`src/rtl/ifu_pkg.sv`:
```
// ifu_pkg: fetch-unit states, MIPS instruction field ranges and
// default PC vectors shared by ifu_pipe and ifu_npc.
package ifu_pkg;

  typedef enum logic [1:0] {
    REQ  = 2'd0,
    WAIT = 2'd1,
    HOLD = 2'd2
  } ifu_state_e;

  localparam int OP_HI    = 31;
  localparam int OP_LO    = 26;
  localparam int RS_HI    = 25;
  localparam int RS_LO    = 21;
  localparam int RT_HI    = 20;
  localparam int RT_LO    = 16;
  localparam int RD_HI    = 15;
  localparam int RD_LO    = 11;
  localparam int IMM16_HI = 15;
  localparam int IMM16_LO = 0;
  localparam int IMM26_HI = 25;
  localparam int IMM26_LO = 0;

  localparam logic [31:0] RESET_PC_DEF = 32'h0000_3000;
  localparam logic [31:0] EXC_PC_DEF   = 32'h0000_4180;

endpackage

```
`src/rtl/ifu_npc.sv`:
```
// ifu_npc: decode-stage redirect target (jr > j > branch)
// computed from the IF/ID instruction and PC.
module ifu_npc
  import ifu_pkg::*;
#(
  parameter int ADDR_W = 32
) (
  input  logic [ADDR_W-1:0] pc_i,
  input  logic [31:0]       instr_i,
  input  logic              br_taken_i,
  input  logic              j_i,
  input  logic              jr_i,
  input  logic [ADDR_W-1:0] jr_target_i,
  output logic              redir_o,
  output logic [ADDR_W-1:0] target_o
);

  logic [15:0]       imm16;
  logic [25:0]       imm26;
  logic [ADDR_W-1:0] br_off;
  logic              unused_fields;

  assign imm16  = instr_i[IMM16_HI:IMM16_LO];
  assign imm26  = instr_i[IMM26_HI:IMM26_LO];
  assign br_off = {{(ADDR_W-18){imm16[15]}}, imm16, 2'b00};

  // register fields do not affect the target
  assign unused_fields = ^{instr_i[OP_HI:OP_LO], instr_i[RS_HI:RS_LO],
                           instr_i[RT_HI:RT_LO], instr_i[RD_HI:RD_LO]};

  assign redir_o = br_taken_i || j_i || jr_i;

  always_comb begin
    target_o = pc_i + ADDR_W'(4) + br_off;
    if (jr_i) begin
      target_o = jr_target_i;
    end else if (j_i) begin
      target_o = {pc_i[ADDR_W-1:28], imm26, 2'b00};
    end
  end

endmodule

```
`src/rtl/ifu_pipe.sv`:
```
// ifu_pipe: fetch PC, imem req/gnt/rvalid handshake and IF/ID register.
// Define IFU_DELAY_SLOT_EN for delay-slot redirects; default build flushes.
module ifu_pipe
  import ifu_pkg::*;
#(
  parameter int                ADDR_W   = 32,
  parameter logic [ADDR_W-1:0] RESET_PC = ADDR_W'(RESET_PC_DEF),
  parameter logic [ADDR_W-1:0] EXC_PC   = ADDR_W'(EXC_PC_DEF)
) (
  input  logic              clk,
  input  logic              reset,
  output logic              imem_req,
  output logic [ADDR_W-1:0] imem_addr,
  input  logic              imem_gnt,
  input  logic              imem_rvalid,
  input  logic [31:0]       imem_rdata,
  input  logic              stall_d,
  input  logic              br_taken,
  input  logic              j,
  input  logic              jr,
  input  logic [ADDR_W-1:0] jr_target,
  input  logic              exc_req,
  output logic [31:0]       instr_d,
  output logic [ADDR_W-1:0] pc_d,
  output logic [ADDR_W-1:0] pc8_d,
  output logic              valid_d,
  output logic              fetch_busy
);

`ifdef IFU_DELAY_SLOT_EN
  localparam bit DS_EN = 1'b1;
`else
  localparam bit DS_EN = 1'b0;
`endif

  ifu_state_e        state_q, state_d;
  logic [ADDR_W-1:0] pc_f_q, pc_f_d;
  logic              discard_q, discard_d;
  logic [31:0]       buf_q, buf_d;
  logic              pend_q, pend_d;
  logic [ADDR_W-1:0] pend_tgt_q, pend_tgt_d;
  logic [31:0]       ifid_instr_q, ifid_instr_d;
  logic [ADDR_W-1:0] ifid_pc_q, ifid_pc_d;
  logic [ADDR_W-1:0] ifid_pc8_q, ifid_pc8_d;
  logic              ifid_vld_q, ifid_vld_d;

  logic              npc_redir;
  logic              redir;
  logic              flush;
  logic              deliver;
  logic [ADDR_W-1:0] npc_tgt;
  logic [ADDR_W-1:0] flush_pc;
  logic [ADDR_W-1:0] adv_pc;
  logic [31:0]       dl_instr;

  ifu_npc #(
    .ADDR_W(ADDR_W)
  ) u_npc (
    .pc_i       (ifid_pc_q),
    .instr_i    (ifid_instr_q),
    .br_taken_i (br_taken),
    .j_i        (j),
    .jr_i       (jr),
    .jr_target_i(jr_target),
    .redir_o    (npc_redir),
    .target_o   (npc_tgt)
  );

  assign redir    = ifid_vld_q && !stall_d && npc_redir;
  assign flush    = exc_req || (redir && !DS_EN);
  assign flush_pc = exc_req ? EXC_PC : npc_tgt;
  assign adv_pc   = (DS_EN && redir) ? npc_tgt :
                    pend_q ? pend_tgt_q : pc_f_q + ADDR_W'(4);

  assign imem_req   = reset && (state_q == REQ);
  assign imem_addr  = pc_f_q;
  assign fetch_busy = imem_req || (state_q == WAIT);
  assign instr_d    = ifid_instr_q;
  assign pc_d       = ifid_pc_q;
  assign pc8_d      = ifid_pc8_q;
  assign valid_d    = ifid_vld_q;

  always_comb begin
    state_d      = state_q;
    pc_f_d       = pc_f_q;
    discard_d    = discard_q;
    buf_d        = buf_q;
    pend_d       = pend_q;
    pend_tgt_d   = pend_tgt_q;
    ifid_instr_d = ifid_instr_q;
    ifid_pc_d    = ifid_pc_q;
    ifid_pc8_d   = ifid_pc8_q;
    ifid_vld_d   = stall_d ? ifid_vld_q : 1'b0;
    deliver      = 1'b0;
    dl_instr     = imem_rdata;

    unique case (state_q)
      REQ: begin
        if (imem_gnt) state_d = WAIT;
      end
      WAIT: begin
        if (imem_rvalid) begin
          state_d = REQ;
          if (discard_q) begin
            discard_d = 1'b0;
          end else if (!stall_d) begin
            deliver = 1'b1;
          end else begin
            buf_d   = imem_rdata;
            state_d = HOLD;
          end
        end
      end
      HOLD: begin
        if (!stall_d) begin
          deliver  = 1'b1;
          dl_instr = buf_q;
          state_d  = REQ;
        end
      end
      default: state_d = REQ;
    endcase

    if (deliver && !flush) begin
      ifid_instr_d = dl_instr;
      ifid_pc_d    = pc_f_q;
      ifid_pc8_d   = pc_f_q + ADDR_W'(8);
      ifid_vld_d   = 1'b1;
      pc_f_d       = adv_pc;
      pend_d       = 1'b0;
    end

    // delay slot still to come: remember where to go after it
    if (DS_EN && redir && !deliver) begin
      pend_d     = 1'b1;
      pend_tgt_d = npc_tgt;
    end

    if (flush) begin
      pc_f_d     = flush_pc;
      ifid_vld_d = 1'b0;
      buf_d      = '0;
      pend_d     = 1'b0;
      unique case (state_q)
        REQ:     discard_d = imem_gnt;
        WAIT:    discard_d = !imem_rvalid;
        HOLD:    state_d   = REQ;
        default: state_d   = REQ;
      endcase
    end
  end

  always_ff @(posedge clk or negedge reset) begin
    if (!reset) begin
      state_q      <= REQ;
      pc_f_q       <= RESET_PC;
      discard_q    <= 1'b0;
      buf_q        <= '0;
      pend_q       <= 1'b0;
      pend_tgt_q   <= '0;
      ifid_instr_q <= '0;
      ifid_pc_q    <= '0;
      ifid_pc8_q   <= ADDR_W'(8);
      ifid_vld_q   <= 1'b0;
    end else begin
      state_q      <= state_d;
      pc_f_q       <= pc_f_d;
      discard_q    <= discard_d;
      buf_q        <= buf_d;
      pend_q       <= pend_d;
      pend_tgt_q   <= pend_tgt_d;
      ifid_instr_q <= ifid_instr_d;
      ifid_pc_q    <= ifid_pc_d;
      ifid_pc8_q   <= ifid_pc8_d;
      ifid_vld_q   <= ifid_vld_d;
    end
  end

endmodule

```
`config.mk`:
```
export PLATFORM = sky130hd
export DESIGN_NAME = ifu_pipe
export DESIGN_NICKNAME = d
export VERILOG_FILES = /design/src/rtl/ifu_pkg.sv /design/src/rtl/ifu_npc.sv /design/src/rtl/ifu_pipe.sv
export SDC_FILE = /design/constraint.sdc
export NUM_CORES = 1
export LEC_CHECK = 0
export BUFFER_PORTS_ARGS = -buffer_cell sky130_fd_sc_hd__buf_2
export CORE_MARGIN = 2
export CORE_UTILIZATION = 55
export DETAILED_ROUTE_END_ITERATION = 6
export PLACE_DENSITY = 0.8
export SLEW_MARGIN = 5
export SYNTH_ARGS = -nofsm -noshare
export SYNTH_HDL_FRONTEND = slang
export SYNTH_SLANG_ARGS = --single-unit
```
`constraint.sdc`:
```
create_clock -name clk -period 5.7 [get_ports clk]
set_input_delay 0.285 -clock clk [delete_from_list [all_inputs] [get_ports clk]]
set_output_delay 0.285 -clock clk [all_outputs]
set_load 0.005 [all_outputs]
```
# [After elaboration in Yosys (flattened, before gate mapping)]
# Index checks and enable logic that the tools add are counted.
# W data, S select, Z words.
[totals] regBits=165 in_bits=73 out_inout_bits=131 word_cells=67
[op_classes] n_addsub=4 n_eq_ne=4 muxes=33 reduce_logical=17
[op_table] op="$mux W32" n=12
[op_table] op="$add A32 B3 Y32 const B" n=2
[op_table] op="$add A32 B32 Y32" n=1
[op_table] op="$add A32 B4 Y32 const B" n=1
[op_table] op="$mux W2" n=7
[op_table] op="$mux W1" n=11
[op_table] op="$pmux W2 S3" n=1
[op_table] op="$reduce_bool A2 Y1" n=3
[op_table] op="$logic_and A1 B1 Y1" n=4
[op_table] op="$logic_or A1 B1 Y1" n=4
[op_table] op="$pmux W1 S2" n=2
[op_table] op="$logic_not A1 Y1" n=3
[op_table] op="$ne A3 B1 Y1 const B" n=1
[op_table] op="$reduce_and A3 Y1" n=1
[op_table] op="$eq A2 B1 Y1 const B" n=1
[op_table] op="$eq A2 B2 Y1 const B" n=1
[op_table] op="$logic_not A2 Y1" n=1
[op_table] op="$ne A2 B1 Y1 const B" n=1
[op_table] op="$reduce_or A2 Y1" n=1

# [Depth between registers and ports, before layout]
# Gate-level depths: netlist (run 1).
[depth] word_depth=8 depth_mapped=15 depth_no_buf=15

# [Cells and area by module]
# From an unflattened synthesis (run 1), not the netlist that was laid out.
[hier_totals] hier_cells=1167 area_unflattened_um2=10410.0
[modules_own_cells] mod="ifu_pipe" instances=1 cells_per_inst=830 area_per_inst_um2=7882.6 seq_area_each_um2=4032.6
[modules_own_cells] mod="ifu_npc" instances=1 cells_per_inst=337 area_per_inst_um2=2527.4 seq_area_each_um2=0.0

# [Worst setup path after synthesis (run 1)]
# No wires, ideal clock.
[synth_timing] path_type="reg-to-reg" from="reg ifid_instr_q[15] (netlist: instr_d[15])" to="reg pc_f_q[31] (netlist: imem_addr[31])" setup_ns=0.065 arrival_time_ns=3.021 required_ns=5.635 path_slack_ns=2.614 path_stages_with_launch=12 path_buffers=1 period_less_slack_ns=3.086 path_cell_list="dfrtp_1 ha_1 ha_1 clkbuf_1 and2_1 nand3_1 and4b_1 a211o_1 a221oi_2 mux2_1 o22ai_1 o21a_1"
[synth_via] elab_chain_cells=5
[synth_lines] element="from (decl)" line="ifu_pipe.sv:42" source="logic [31:0] ifid_instr_q, ifid_instr_d;"
[synth_lines] element="from (signal assigned)" line="ifu_pipe.sv:172" source="ifid_instr_q <= ifid_instr_d;"
[synth_lines] element="$add A32 B32 Y32" line="ifu_npc.sv:34" source="target_o = pc_i + ADDR_W'(4) + br_off;"
[synth_lines] element="$mux W32" line="ifu_npc.sv:37" source="end else if (j_i) begin"
[synth_lines] element="$mux W32" line="ifu_npc.sv:35" source="if (jr_i) begin"
[synth_lines] element="$mux W32" line="ifu_pipe.sv:71" source="assign flush_pc = exc_req ? EXC_PC : npc_tgt;"
[synth_lines] element="$mux W32" line="ifu_pipe.sv:139" source="if (flush) begin"
[synth_lines] element="to (signal assigned)" line="ifu_pipe.sv:167" source="pc_f_q <= pc_f_d;"
[synth_lines] element="to (decl)" line="ifu_pipe.sv:37" source="logic [ADDR_W-1:0] pc_f_q, pc_f_d;"
# No other way between the ends.
# A chain may end at the register's enable or synchronous reset.

# [Worst setup path after layout (run 1)]
# Ends and elaborated chain as after synthesis.

==> impl_metrics.yaml, run 1 <==
worst_hold_path:
  whs_endpoint: "buf_q[14]"
  hp-class: "input port to register"
  hold_start: "imem_rdata[14]"
  min_path_cells: 3
setup_path:
  critPathLaunchType: "register"
  critical_path_arrival_ns: 4.00
  r2r_end: "imem_addr[31]"
  crit_fanout: 18
  regToRegSetupSlack_ns: 2.07
  rr_startpoint: "instr_d[15]"
  critPathKind: "register to register"
  cp_data_required_time_ns: 6.06
  crit_path_end_kind: "register"
  ff2ff_path_depth: 11
cts:
  clock_sinks: 161
  numCtsBuffers: 17
  cts_tree: "yes"
  insertion_delay_ns: 0.43
  clkSlewWorstSetupHoldPaths_ns: 0.06
  cts_buffer_depth: 2
  h-tree-depth: 4
  post-cts-setup-buffer-count: 0
  root_buffer: "clkbuf_16"
timing:
  slew_headroom_pct: 20.6
  fin_crit_sh_pct: 63.7
  hold_ws_ns: 0.0958
  timing.final.ws_setup_ns: 2.07
  tightest_slew_ns: 1.19
  setup_viol: 0
  rsz0062_at_grt: "false"
  skew_ns: 0.00831
  finalCriticalPeriod_ns: 3.63
  hold_violations: 0
  maxSlewViolCount: 0
  finalSetupTns_ns: 0
  fmax_ghz: 0.275
finish:
  drive_gt1_share_pct: 22.1
  multi_input_comb_area_sq_mm: 0.00583
  syn2layout_area_growth_pct: 15.9
  post-route-util_pct: 65.6
  fin_nets: 1444
  stdcell_count: 1550
  final.fill_count: 1520
  register_area_sq_mm: 0.00403
logic_synthesis:
  synth_seq_cells: 161
  syn_inst: 1149
  syn_area_sq_mm: 0.0103
  synthArstFlopShare_pct: 100
  yosysUniqueCellTypes: 85
  ys_top_cells_by_area: "dfrtp_1, ha_1, nand2_1"
  avgSynthCellArea_sq_um: 8.93
  synth_flop_cell: "dfrtp_1"
  yosysWarnings: 0
  synth_nets: 1286
  synth_edf_count: 0
  synth_top_area_share_pct: 38.5
  yosysTopAreaCell: "dfrtp_1"
  seq_area_frac_synth_pct: 39.3
global_routing:
  grt_antenna_before_repair: 0
  grt_pass1_vias: 9191
  grt_overflow: 0
  grt_pass1_wl_mm: 49.7
  grt_max_degree: 92
  grt_usage_pct: 31.8
route:
  route.detailed.drc: 0
  drt-initial-drc-count: 921
  firstDrtPassIters: 7
  routed_via_density: 6.18
  vias: 9585
  detail-route-antenna-nets: 0
  avgRoutedWirePerCell_um: 20.2
  drt-total-wl_mm: 31.3
power_and_ir_drop:
  vdd_drop_max_mv: 0.243
  powerDensity_mw_per_mm2: 323
  leakagePower_nw: 5.91
placement:
  hpwl_mm: 23.0
  dp_slack_ns: 2.06
  dp.cells: 1516
  gp_congestion: 0.945
  portBuffers: 203
floorplanning:
  die_h_um: 141
  die-area_sq_mm: 0.0198
  die_w_um: 141
  boundaryPins: 204
  rows: 49
  start_util_pct: 56.6
  fp.coreArea_sq_mm: 0.0181
run:
  cap_violations: 0
run_status:
  status: "finished, final reports clean"
## timing repair
action                    4_1_cts  5_1_grt
hold buffers                    1        0
resized for setup               0        0
hold endpoints to repair       69        0
## cell type report
type	count	area share, %
Antenna cell	1	0.0210
Timing Repair Buffer	211	9.22
Inverter	24	0.757
Tap cell	229	2.41
Sequential cell	161	33.9
Clock buffer	24	3.80
Clock inverter	8	0.904
Multi-Input combinational cell	892	49.0
## sequential cells by signal, summed over array words and instances, names as in the netlist
register and cells:
buf_q 32, imem_addr 32, instr_d 32, pc_d 32, pc8_d 29, state_q 2
discard_q 1, valid_d 1
## synthesized netlist by cell type, types with 5 or more instances
library cell / number
a211oi_1: 18
a21o_1: 15
a21oi_1: 83
a31oi_1: 9
and2_1: 6
and3_1: 11
buf_1: 9
buf_2: 12
clkbuf_1: 45
dfrtp_1: 158
ha_1: 63
inv_1: 23
mux2_2: 24
mux2i_1: 37
nand2_1: 203
nand2b_1: 8
nand3_1: 14
nand4_1: 13
nor2_1: 63
nor2b_1: 6
nor3_1: 11
nor4_1: 5
o211ai_1: 16
o21a_1: 10
o21ai_0: 116
o21ai_1: 8
o22ai_1: 7
xnor2_1: 31
xor2_1: 27
## logic make-up (layout without fill, tap and decap cells)
kind of cell	after synthesis	count (layout)	synth area share [%]
simple gates	372	372	16.9
compound gates	333	333	20.2
other cells	0	1	0
fa+ha+maj	64	64	7.87
buf+inv	96	267	4.07
mux	65	65	6.68
xor+xnor	58	58	4.95
flops	161	161	39.3
## metal layers
metal  global-route usage, %  wire length (um)
met1                    42.5             12800
met2                    49.5             14200
met3                    6.62              2770
met4                    16.0              1600
met5                       0                 0
## through the flow
stage / total power [W] / cell area (sq um)
2_1_floorplan: 0.00224 / 10300
3_3_place_gp: 0.00269 / 11300
3_5_place_dp: 0.00271 / 11300
4_1_cts: 0.00383 / 11900
5_1_grt: 0.00406 / 11900
6_report: 0.00384 / 11900
## placed cells by master, fill, tap and decap left out, types with 7 or more instances in the layout
master	n
ha_1	63
nor3_1	10
o21a_1	10
o21ai_0	116
a21oi_1	83
nand4_1	13
dfrtp_1	158
xnor2_1	31
nand2b_1	7
xor2_1	27
clkbuf_16	17
and3_1	11
clkbuf_1	7
mux2i_1	37
a31oi_1	9
a21o_1	15
mux2_2	24
inv_1	23
a211oi_1	18
o22ai_1	7
o21ai_1	8
o211ai_1	16
nor2_1	63
nand2_1	202
nand3_1	14
buf_2	202
## worst max path at each step
stage | cells after the start | endpoint | from
finish | 11 | imem_addr[31] | instr_d[15]
global route | 11 | imem_addr[31] | instr_d[15]
CTS | 11 | imem_addr[31] | instr_d[15]
detailed placement | 8 | pc_d[13] | j
global placement | 8 | pc_d[14] | j
floorplan | 11 | imem_addr[31] | instr_d[15]
## power by group
part	total (W)	switching, W	internal, W
clock	0.00112	0.000475	0.000648
combinational	0.00120	0.000700	0.000497
sequential	0.00152	0.000214	0.00131
total	0.00384	0.00139	0.00245
## worst max-delay path, stage by stage, from the launching register on
cell and delay (ns):
dfrtp_1 0.78, ha_1 0.35, ha_1 0.44, a21oi_1 0.22, nor2_1 0.06, a211oi_1 0.32, o21ai_0 0.20, a211o_1 0.28
a221oi_2 0.26, mux2_1 0.35, o22ai_1 0.16, o21a_1 0.13
(Power assumes the default switching activity.)
==> run 2, diff against run 1 <==
Clock period 5.7 ns to 3.6 ns, I/O delays scaled along.
==> run 2 against run 1 <==
- the run now ends with negative hold slack left
- largest power group unchanged
- worst setup slack got worse by 1.8 ns
- clock skew grew 0.0011 ns
- global-route usage up 1.6 points
- design area rose by 3.8%
- via count is 1.8% higher
- final cell count is 3.2% higher
- critical path type unchanged
==> impl_metrics.yaml, run 2 (same netlist as run 1, synthesis figures left out) <==
finish:
  register_area_sq_mm: 0.00403
  design_area_sq_mm: 0.0123
  fin_nets: 1494
  multi_input_comb_area_sq_mm: 0.00583
  post-route-util_pct: 68.0
  final.fill_count: 1458
  drive_gt1_share_pct: 23.8
  diodes: 0
  layout_common_cells: "nand2_1, buf_2, dfrtp_1"
  syn2layout_area_growth_pct: 20.3
floorplanning:
  rows: 49
  die_w_um: 141
  start_util_pct: 56.6
  die-area_sq_mm: 0.0198
  die_h_um: 141
  boundaryPins: 204
  fp.coreArea_sq_mm: 0.0181
worst_hold_path:
  min_path_cells: 3
  hold_start: "imem_rdata[24]"
  hp-class: "input port to register"
  whs_endpoint: "buf_q[24]"
global_routing:
  grt_pass1_vias: 9461
  grt_overflow: 0
  grt_max_degree: 55
  grt_antenna_before_repair: 0
  grt_pass1_wl_mm: 51.9
  grt_usage_pct: 33.4
power_and_ir_drop:
  vdd_drop_max_mv: 0.331
  powerDensity_mw_per_mm2: 501
  leakagePower_nw: 6.15
timing:
  hold_violations: 1
  maxSlewViolCount: 0
  fmax_ghz: 0.300
  timing.final.ws_setup_ns: 0.270
  fin_crit_sh_pct: 92.5
  rsz0062_at_grt: "false"
  hold_ws_ns: -0.000714
  finalSetupTns_ns: 0
  slew_headroom_pct: 32.0
  setup_viol: 0
  tightest_slew_ns: 1.02
  skew_ns: 0.00945
  finalCriticalPeriod_ns: 3.33
placement:
  gp_congestion: 0.939
  dp_slack_ns: 0.358
  hpwl_mm: 24.5
  portBuffers: 203
  placed_area_sq_mm: 0.0115
setup_path:
  r2r_end: "imem_addr[31]"
  crit_path_end_kind: "register"
  critPathLaunchType: "register"
  critical_path_arrival_ns: 3.71
  regToRegSetupSlack_ns: 0.27
  ff2ff_path_depth: 13
  cp_data_required_time_ns: 3.98
  critPathKind: "register to register"
  rr_startpoint: "instr_d[1]"
  crit_fanout: 5
run_status:
  status: "complete, but fails checks"
  violations: "negative hold slack"
cts:
  h-tree-depth: 4
  numCtsBuffers: 17
  clkSlewWorstSetupHoldPaths_ns: 0.07
  cts_tree: "yes"
  root_buffer: "clkbuf_16"
  cts_buffer_depth: 2
  clock_sinks: 161
  insertion_delay_ns: 0.44
run:
  cap_violations: 0
route:
  drt-total-wl_mm: 33.0
  avgRoutedWirePerCell_um: 20.7
  drt-initial-drc-count: 750
  vias: 9755
  firstDrtPassIters: 6
  routed_via_density: 6.10
  route.detailed.drc: 0
  detail-route-antenna-nets: 0
run 2: cell count changes in the layout (fill, tap and decap cells not counted), moves of 2 or more:
| cell | change |
|---|---|
| bufinv_16 | -2 |
| clkbuf_1 | -7 |
| inv_8 | +2 |
| dlygate4sd3_1 | +23 |
| inv_6 | +2 |
| buf_4 | +27 |
| clkinv_8 | +3 |
run 2: how the worst max path moves through the flow:
| stage | slack (ns) | end | start |
|---|---|---|---|
| finish | 0.27 | imem_addr[31] | instr_d[1] |
| global route | 0.13 | imem_addr[31] | instr_d[15] |
| CTS | 0.30 | imem_addr[31] | instr_d[1] |
| detailed placement | 0.36 | imem_addr[31] | instr_d[1] |
| global placement | 0.37 | imem_addr[31] | instr_d[10] |
| floorplan | 0.51 | imem_addr[31] | instr_d[15] |
run 2: critical path, stage by stage (launching register included):
cell      delay [ns]
dfrtp_1         0.42
ha_1            0.32
ha_1            0.24
inv_1           0.08
fa_1            0.25
nor2b_4         0.07
o31a_4          0.30
o21ai_4         0.25
o31ai_4         0.14
a211o_1         0.29
a221oi_2        0.27
mux2_1          0.35
o22ai_1         0.16
o21a_1          0.13
run 2: area by class of cell:
type,count,share of cell area [%]
Tap cell,229,2.32
Sequential cell,161,32.7
Timing Repair Buffer,261,12.4
Inverter,24,0.730
Multi-Input combinational cell,892,47.2
Clock buffer,17,3.45
Clock inverter,15,1.22
run 2: power by group:
part / total [W] / internal, W / switching [W]
Combinational: 0.00204 / 0.000855 / 0.00119
Clock: 0.00177 / 0.000916 / 0.000856
Sequential: 0.00237 / 0.00207 / 0.000299
Total: 0.00619 / 0.00384 / 0.00234
run 2: per-stage QoR:
step | std cells | power, W | hold WS (ns)
CTS | 1599 | 0.00618 | 0.0000992
finish | 1599 | 0.00619 | -0.000714
detailed placement | 1543 | 0.00439 | 0.142
global placement | 1543 | 0.00433 | 0.136
global route | 1599 | 0.00653 | 0.0107
floorplan | 1149 | 0.00355 | -0.116
run 2: what timing repair did:
action,4_1_cts,5_1_grt
hold endpoints to repair,63,0
setup buffers,0,0
gates resized for setup,0,0
setup endpoints to repair,0,0
hold buffers,24,0
run 2: metal layers:
layer | share of wire (%) | global-route usage, % | vias up
met5 | 0 | 0 | -
met4 | 4.6 | 15.9 | 0
met3 | 8.3 | 7.54 | 93
met2 | 47 | 54.9 | 485
met1 | 40 | 42.1 | 4671
li1 | - | - | 4506
